File: config.mk
export PLATFORM = sky130hd
export DESIGN_NAME = tx_burst_sched
export DESIGN_NICKNAME = d
export VERILOG_FILES = /design/src/rtl/tx_ctrl_pkg.sv /design/src/rtl/tx_burst_sched.sv
export SDC_FILE = /design/constraint.sdc
export NUM_CORES = 1
export LEC_CHECK = 0
export ABC_AREA = 0
export BUFFER_PORTS_ARGS = -buffer_cell sky130_fd_sc_hd__buf_2
export CORE_MARGIN = 2
export CORE_UTILIZATION = 59
export DETAILED_ROUTE_END_ITERATION = 6
export MAX_ROUTING_LAYER = met4
export PLACE_DENSITY = 0.86
export SYNTH_ARGS = -nofsm -noshare
export SYNTH_HDL_FRONTEND = slang
export SYNTH_SLANG_ARGS = --single-unit
File: constraint.sdc
create_clock -name clk_16M384 -period 5 [get_ports clk_16M384]
set_clock_uncertainty 0.1 [all_clocks]
set_input_delay 0.25 -clock clk_16M384 [delete_from_list [all_inputs] [get_ports clk_16M384]]
set_output_delay 0.25 -clock clk_16M384 [all_outputs]
set_load 0.02 [all_outputs]
File: src/rtl/tx_ctrl_pkg.sv
// -----------------------------------------------------------------------------
// tx_ctrl_pkg
// Shared definitions for the Tx control blocks:
//   - tx_state_e : burst scheduler state encoding
//   - MODE_*     : MODE_CTRL field values understood by the Tx chain
// -----------------------------------------------------------------------------
package tx_ctrl_pkg;

    typedef enum logic [2:0] {
        ST_IDLE      = 3'd0,
        ST_CFG       = 3'd1,
        ST_WARMUP    = 3'd2,
        ST_START     = 3'd3,
        ST_WAIT_DONE = 3'd4,
        ST_GAP       = 3'd5,
        ST_DRAIN     = 3'd6
    } tx_state_e;

    // MODE_CTRL field constants
    localparam logic [3:0] MODE_OFF       = 4'h0;
    localparam logic [3:0] MODE_BPSK      = 4'h1;
    localparam logic [3:0] MODE_QPSK      = 4'h2;
    localparam logic [3:0] MODE_8PSK      = 4'h3;
    localparam logic [3:0] MODE_TEST_TONE = 4'hF;

endpackage

File: src/rtl/tx_burst_sched.sv
// -----------------------------------------------------------------------------
// tx_burst_sched
// Sequences one Tx burst through Tx_Data -> FIFO -> Packetizer -> PSK_Modulation
// in the 16.384 MHz domain. Configuration is captured only in CFG so it never
// changes mid-burst; the modulator is warmed up, packets are released one at a
// time with an enforced gap, and the modulator filter is drained at the end.
//
// Ports
//   clk_16M384, rst_16M384    clock, synchronous active-high reset
//   start, stop               one-cycle burst start / stop-after-packet requests
//   MODE_CTRL, TX_PHASE_CONFIG, DELAY_CNT   requested configuration
//   burst_len                 packets per burst, 0 = continuous until stop
//   pkt_done                  one-cycle packet-finished pulse (already synced)
//   mode_cfg, phase_cfg, delay_cfg          configuration latched in CFG
//   mod_en                    modulator / DAC path enable
//   pkt_start                 one-cycle release of the next packet
//   busy                      state is not IDLE
//   err_timeout               sticky packet-done timeout flag, cleared in CFG
//   pkt_count                 packets completed this burst, saturating
//
// Timed states use one shared down-counter: the state moves on at the clock
// where the counter is already zero, so a load of N lasts N+1 clocks.
// -----------------------------------------------------------------------------
module tx_burst_sched
    import tx_ctrl_pkg::*;
#(
    parameter int CNT_W       = 16,
    parameter int WARMUP_CYC  = 64,
    parameter int GAP_CYC     = 256,
    parameter int DRAIN_CYC   = 128,
    parameter int TIMEOUT_CYC = 65535
) (
    input  logic             clk_16M384,
    input  logic             rst_16M384,
    input  logic             start,
    input  logic             stop,
    input  logic [3:0]       MODE_CTRL,
    input  logic [15:0]      TX_PHASE_CONFIG,
    input  logic [3:0]       DELAY_CNT,
    input  logic [7:0]       burst_len,
    input  logic             pkt_done,
    output logic [3:0]       mode_cfg,
    output logic [15:0]      phase_cfg,
    output logic [3:0]       delay_cfg,
    output logic             mod_en,
    output logic             pkt_start,
    output logic             busy,
    output logic             err_timeout,
    output logic [CNT_W-1:0] pkt_count
);

    tx_state_e        state_q, state_d;
    logic [CNT_W-1:0] cnt_q, cnt_d;
    logic [7:0]       rem_q, rem_d;
    logic             cont_q, cont_d;         // burst_len was 0: run until stop
    logic             stop_pend_q, stop_pend_d;
    logic [CNT_W-1:0] pkt_count_q, pkt_count_d;
    logic             err_q, err_d;
    logic [3:0]       mode_q, mode_d;
    logic [15:0]      phase_q, phase_d;
    logic [3:0]       delay_q, delay_d;
    logic             mod_en_q, mod_en_d;
    logic             pkt_start_q, pkt_start_d;
    logic             busy_q, busy_d;

    logic             stop_seen;

    assign stop_seen = stop | stop_pend_q;

    always_comb begin
        state_d     = state_q;
        cnt_d       = cnt_q;
        rem_d       = rem_q;
        cont_d      = cont_q;
        stop_pend_d = stop_pend_q | stop;
        pkt_count_d = pkt_count_q;
        err_d       = err_q;
        mode_d      = mode_q;
        phase_d     = phase_q;
        delay_d     = delay_q;

        unique case (state_q)
            ST_IDLE: begin
                stop_pend_d = 1'b0;
                if (start && !stop) state_d = ST_CFG;
            end
            ST_CFG: begin
                stop_pend_d = 1'b0;
                mode_d      = MODE_CTRL;
                phase_d     = TX_PHASE_CONFIG;
                delay_d     = DELAY_CNT;
                rem_d       = burst_len;
                cont_d      = (burst_len == 8'd0);
                pkt_count_d = '0;
                err_d       = 1'b0;
                // extra warm-up of 16 clocks per DELAY_CNT step
                cnt_d       = CNT_W'(WARMUP_CYC) + (CNT_W'(DELAY_CNT) << 4);
                state_d     = ST_WARMUP;
            end
            ST_WARMUP: begin
                if (stop_seen) begin
                    cnt_d   = CNT_W'(DRAIN_CYC);
                    state_d = ST_DRAIN;
                end else if (cnt_q == '0) begin
                    state_d = ST_START;
                end else begin
                    cnt_d = cnt_q - CNT_W'(1);
                end
            end
            ST_START: begin
                cnt_d   = CNT_W'(TIMEOUT_CYC);
                state_d = ST_WAIT_DONE;
            end
            ST_WAIT_DONE: begin
                if (pkt_done) begin
                    if (pkt_count_q != '1) pkt_count_d = pkt_count_q + CNT_W'(1);
                    if (!cont_q) rem_d = rem_q - 8'd1;
                    // rem_q == 1 means this packet was the last of the burst
                    if (stop_seen || (!cont_q && rem_q == 8'd1)) begin
                        cnt_d   = CNT_W'(DRAIN_CYC);
                        state_d = ST_DRAIN;
                    end else begin
                        cnt_d   = CNT_W'(GAP_CYC);
                        state_d = ST_GAP;
                    end
                end else if (cnt_q == '0) begin
                    err_d   = 1'b1;
                    cnt_d   = CNT_W'(DRAIN_CYC);
                    state_d = ST_DRAIN;
                end else begin
                    cnt_d = cnt_q - CNT_W'(1);
                end
            end
            ST_GAP: begin
                if (stop_seen) begin
                    cnt_d   = CNT_W'(DRAIN_CYC);
                    state_d = ST_DRAIN;
                end else if (cnt_q == '0) begin
                    state_d = ST_START;
                end else begin
                    cnt_d = cnt_q - CNT_W'(1);
                end
            end
            ST_DRAIN: begin
                if (cnt_q == '0) state_d = ST_IDLE;
                else             cnt_d   = cnt_q - CNT_W'(1);
            end
            default: begin
                state_d = ST_IDLE;
            end
        endcase

        // Outputs are decoded from the next state so they register with it.
        mod_en_d    = (state_d == ST_WARMUP) || (state_d == ST_START) ||
                      (state_d == ST_WAIT_DONE) || (state_d == ST_GAP) ||
                      (state_d == ST_DRAIN);
        pkt_start_d = (state_d == ST_START);
        busy_d      = (state_d != ST_IDLE);
    end

    always_ff @(posedge clk_16M384) begin
        if (rst_16M384) begin
            state_q     <= ST_IDLE;
            cnt_q       <= '0;
            rem_q       <= '0;
            cont_q      <= 1'b0;
            stop_pend_q <= 1'b0;
            pkt_count_q <= '0;
            err_q       <= 1'b0;
            mode_q      <= '0;
            phase_q     <= '0;
            delay_q     <= '0;
            mod_en_q    <= 1'b0;
            pkt_start_q <= 1'b0;
            busy_q      <= 1'b0;
        end else begin
            state_q     <= state_d;
            cnt_q       <= cnt_d;
            rem_q       <= rem_d;
            cont_q      <= cont_d;
            stop_pend_q <= stop_pend_d;
            pkt_count_q <= pkt_count_d;
            err_q       <= err_d;
            mode_q      <= mode_d;
            phase_q     <= phase_d;
            delay_q     <= delay_d;
            mod_en_q    <= mod_en_d;
            pkt_start_q <= pkt_start_d;
            busy_q      <= busy_d;
        end
    end

    assign mode_cfg    = mode_q;
    assign phase_cfg   = phase_q;
    assign delay_cfg   = delay_q;
    assign mod_en      = mod_en_q;
    assign pkt_start   = pkt_start_q;
    assign busy        = busy_q;
    assign err_timeout = err_q;
    assign pkt_count   = pkt_count_q;

endmodule

Word level (Yosys, flattened, before mapping) --
Cells that the tools add are included. Widths: inputs -> output; s select.
Word-level totals: input bits 37, word-level logic and storage cells 79, register bits after elaboration 73, output and inout bits 44
Operators by class: bitwise logic cells 1, reduce and logical (&&, ||, !) cells 20, $add $sub $neg 4, eq/ne operators 18, muxes and demuxes 23
Operator list (count):
- $mux 16 | 6
- $pmux 16 s5 | 1
- $pmux 16 s2 | 1
- $eq 3x3->1 const B | 6
- $mux 3 | 6
- $pmux 3 s6 | 1
- $add 16x1->16 const B | 1
- $logic_not 16->1 | 1
- $mux 8 | 2
- $ne 16x16->1 const B | 1
- $pmux 8 s2 | 1
- $sub 16x1->16 const B | 1
- $eq 3x2->1 const B | 4
- $ne 2x2->1 const B | 5
- $add 7x8->9 const A | 1
- $mux 9 | 1
- $reduce_and 3->1 | 3
- $eq 8x1->1 const B | 1
- $logic_not 8->1 | 1
- $sub 8x1->8 const B | 1
- $logic_or 1x1->1 | 5
- $reduce_bool 5->1 | 1
- $eq 3x1->1 const B | 1
- $logic_not 3->1 | 1
- 10 further kinds | 13

Logic depth before layout (Yosys ltp) --
depth in word-level cells 11, gate-level depth with buffers 10, depth with buffers taken out 9

Worst setup path before layout --
OpenSTA, ideal clock, no wires.
path type register to register, from reg cnt_q[10], to reg cnt_q[0], path buffers 1, stages on the path, launching flop included 9, setup slack 2.775 ns, required time 4.768 ns, arrival 1.993 ns, library setup time 0.132 ns, cells stage by stage dfxtp_1 -> or3_4 -> or4_4 -> buf_6 -> nor2_8 -> inv_4 -> ha_1 -> a221oi_1 -> a21oi_1
Between the ends: longest elaborated chain between the ends 4, elaborated cells between the ends (all ways) 6, classes of those cells mux (5); reduce/logical (1)
Ends and longest elaborated chain:
- from (decl) | line tx_burst_sched.sv:53 | logic [CNT_W-1:0] cnt_q, cnt_d;
- from (signal assigned) | line tx_burst_sched.sv:178 | cnt_q <= cnt_d;
- $logic_not 16->1 (*)
- $mux 16, on equally long branches (2 in a row)
- $pmux 16 s5 (*) | line tx_burst_sched.sv:82 | unique case (state_q)
Mark *: on every way between the ends. The rest lies on a longest branch, timed or not. A chain may end at the register's enable or synchronous reset.

Worst setup path after layout --
from reg state_q[1], to reg cnt_q[14]
Between the ends: longest elaborated chain between the ends 3, elaborated cells between the ends (all ways) 9, classes of those cells eq/ne (6); mux (1); reduce/logical (2)
Ends and longest elaborated chain:
- from (decl) | line tx_burst_sched.sv:52 | tx_state_e state_q, state_d;
- from (signal assigned) | line tx_burst_sched.sv:177 | state_q <= state_d;
- $eq 3x3->1 / $eq 3x2->1 (equally long branches) | line tx_burst_sched.sv:82
- $reduce_or 2->1 (no source line)
- $pmux 16 s5 / $reduce_bool 5->1 (equally long branches)
Several ways; a longest one is shown, not always the timed one.

==> summary.txt <==
Detailed routing
  – Detailed-route wire length: 9.772 mm
  – DRT iter0 DRCs: 312
  – Routed length on met3: 635 µm
  – Post-route DRC: 0
  – Remaining antenna violation count: 0
  – Top layer in use: met4
  – M1 wire length: 4.304 mm
  – DR pass1 iterations: 5
  – WL/cell: 15.56 µm
  – Metal2 WL: 4.558 mm
  – Vias per cell: 6.035
  – Vias: 3790

Timing
  – Final setup viols: 0
  – Total Neg Setup Slack: 0 ns
  – Min Tclk post-route: 2.711 ns
  – Final Slew Violations: 0
  – Max_slew headroom: 32.52%
  – RSZ-0062 raised after global routing: no
  – Final hold vios: 0
  – Max Clock Freq: 368.9 MHz
  – Measured slew at the worst slew-check pin: 1.004 ns
  – Period utilisation layout: 54.22%

Cells and area
  – Fin nets: 592
  – Ratio of cells with drive above 1 in the final layout: 20.25%
  – Fin cells: 628
  – Area grow syn2layout: 16.34%
  – # diodes: 0

Clock network
  – Clk sink count: 73
  – CTS buffer count: 9
  – H-tree depth: 3
  – CTS max path bufs: 2
  – Clock Tree Root: clkbuf_8
  – CTS tree: done
  – Hold-fix buffers, CTS: 0
  – Clock-pin slew on the worst setup and hold paths: 0.08 ns
  – Clk_lat worst skew: 0.35 ns
  – CTS-repair resized insts: 0
  – Number of post-CTS setup repair buffers: 0

Synthesis
  – Gate Count Post-Synth: 482
  – Post-synth EDFFs: 0
  – Cell with the most instances after synthesis: nand2_1
  – Netlist Area Pre-Place: 3721 µm²
  – FFs w/ async S/R, synth: 0%
  – Commonest cells in the netlist: nand2_1, dfxtp_1, a21oi_1, nor2_1, o21ai_0
  – Sequential area share after synthesis: 39.27%
  – Ys Warns: 0
  – Syn Nets: 526
  – Top cells by area, synth: dfxtp_1, nand2_1, a21oi_1
  – Netlist cell types: 64
  – Largest area contributor in the netlist: dfxtp_1
  – Main synth FF type: dfxtp_1
  – Register bit count reported by yosys: 73
  – Post-synth top area share: 39.27%
  – Avg Inst Size Synth: 7.720 µm²

Critical path
  – CP peak stage delay: 0.84 ns
  – Maximum fanout along the worst path: 26
  – Critical path's slowest cell: dfxtp_1
  – Critical Path Start Type: flip-flop
  – Crit-path cells: nand2_1 > nor2_1 > nor2_1 > nand2_1 > o21ai_4 > a311oi_1
  – CP Class: flip-flop to flip-flop
  – WP data required: 5.14 ns
  – Worst setup EP type: flip-flop
  – Arr. time, crit path: 2.86 ns

Power
  – Peak supply drop: 0.6795 mV
  – Pwr/cell area: 720.2 nW/µm²
  – Pleak: 1.731 nW

GRT
  – Vias in the first global route: 3451
  – Largest net degree at the start of global routing: 49
  – Overall routing resource usage: 28.38%
  – GR Overflow Total: 0
  – Global-route wire length before repair: 15.86 mm
  – Initial antenna violation count: 0

Floorplanning
  – Core ar.: 5991 µm²
  – # rows: 28
  – Die Wd: 83.42 µm
  – Initial Util: 62.11%
  – Die Ht: 83.42 µm
  – Die area: 6958 µm²
  – # IOs: 81

Place
  – Port Buffers: 80
  – Placer Congestion: 0.9183
  – Dpl cells: 612
  – Dpl hpwl: 6.821 mm

Status
  – Outcome: finished, final reports clean

Hold path
  – HP Class: primary input to flip-flop

Job
  – Max_cap viols: 0
cell families (layout without fill, tap and decap cells):
| family | after synthesis | in the layout | share of synthesized area (%) |
|---|---|---|---|
| AO/OA/AOI/OAI | 133 | 133 | 22.46 |
| adder cells (fa/ha/maj) | 7 | 7 | 2.354 |
| flip-flops | 73 | 73 | 39.27 |
| XOR/XNOR | 12 | 12 | 2.825 |
| multiplexers | 2 | 2 | 0.5380 |
| AND/OR/NAND/NOR | 215 | 215 | 28.01 |
| buffers and inverters | 40 | 111 | 4.540 |
flip-flops by register name, indices dropped and copies added (netlist names):
register     count
pkt_count       16
delay_cfg        4
stop_pend_q      1
mod_en           1
cnt_q           16
state_q          3
err_timeout      1
cont_q           1
rem_q            8
mode_cfg         4
busy             1
phase_cfg       16
pkt_start        1
final timing paths:
kind | slack, ns | to | cells past startpoint | start
setup / recovery | 2.29 | cnt_q[14] | 6 | state_q[1]
hold / removal | 0.03 | mode_cfg[0] | 3 | MODE_CTRL[0]
hold reg to reg | 0.36 | phase_cfg[0] | 2 | phase_cfg[0]
setup reg to reg | 2.29 | cnt_q[14] | 6 | state_q[1]
cell type report:
cell class / instances / area, µm²
repair buffers: 81 / 407.9
multi-input cells: 369 / 2091
inverters: 14 / 55.05
clock buffers: 11 / 141.4
clock inverters: 5 / 78.83
fillers: 496 / 1662
flip-flops and latches: 73 / 1461
well taps: 75 / 93.84
power by group:
group	total (W)	switching, W	internal [W]
Clock	0.000517	0.000223	0.000294
Sequential	0.000866	0.000158	0.000708
Combinational	0.00174	0.00113	0.000605
per-stage QoR:
step	total power, W	hold slack, ns	utilization (%)	area [µm²]	setup WS [ns]
after floorplan	0.002221	0.2620	-	3721	2.775
after global placement	0.002489	0.3402	68.59	4109	2.461
after detailed placement	0.002555	0.3461	68.59	4109	2.370
after CTS	0.003077	0.02163	72.26	4329	2.355
after global routing	0.003315	0.03291	72.26	4329	2.032
final	0.003118	0.03401	72.26	4329	2.289
critical path, delay by kind of cell (launching register included):
family	cells	cell delay [ns]
flip-flops	1	0.84
AO/OA/AOI/OAI	2	0.41
AND/OR/NAND/NOR	4	1.26
placed cells by master, fill, tap and decap left out, types with 9 or more instances in the layout:
cell      netlist  final
nor4_1          9      9
nand2_1        83     83
buf_2           4     80
clkbuf_8        0     10
a21oi_1        57     57
xnor2_1         9      9
inv_1          13     13
dfxtp_1        73     73
nor3_1         18     18
o21ai_0        25     25
nor2_1         47     47
nand3_1        12     12
layer usage:
metal  GRT usage [%]  vias up
met5               -        -
met4           14.37        0
met3           5.070       30
met2           43.99      171
met1           35.66     1735
li1                -     1854
Power figures use the tool's default switching activity.
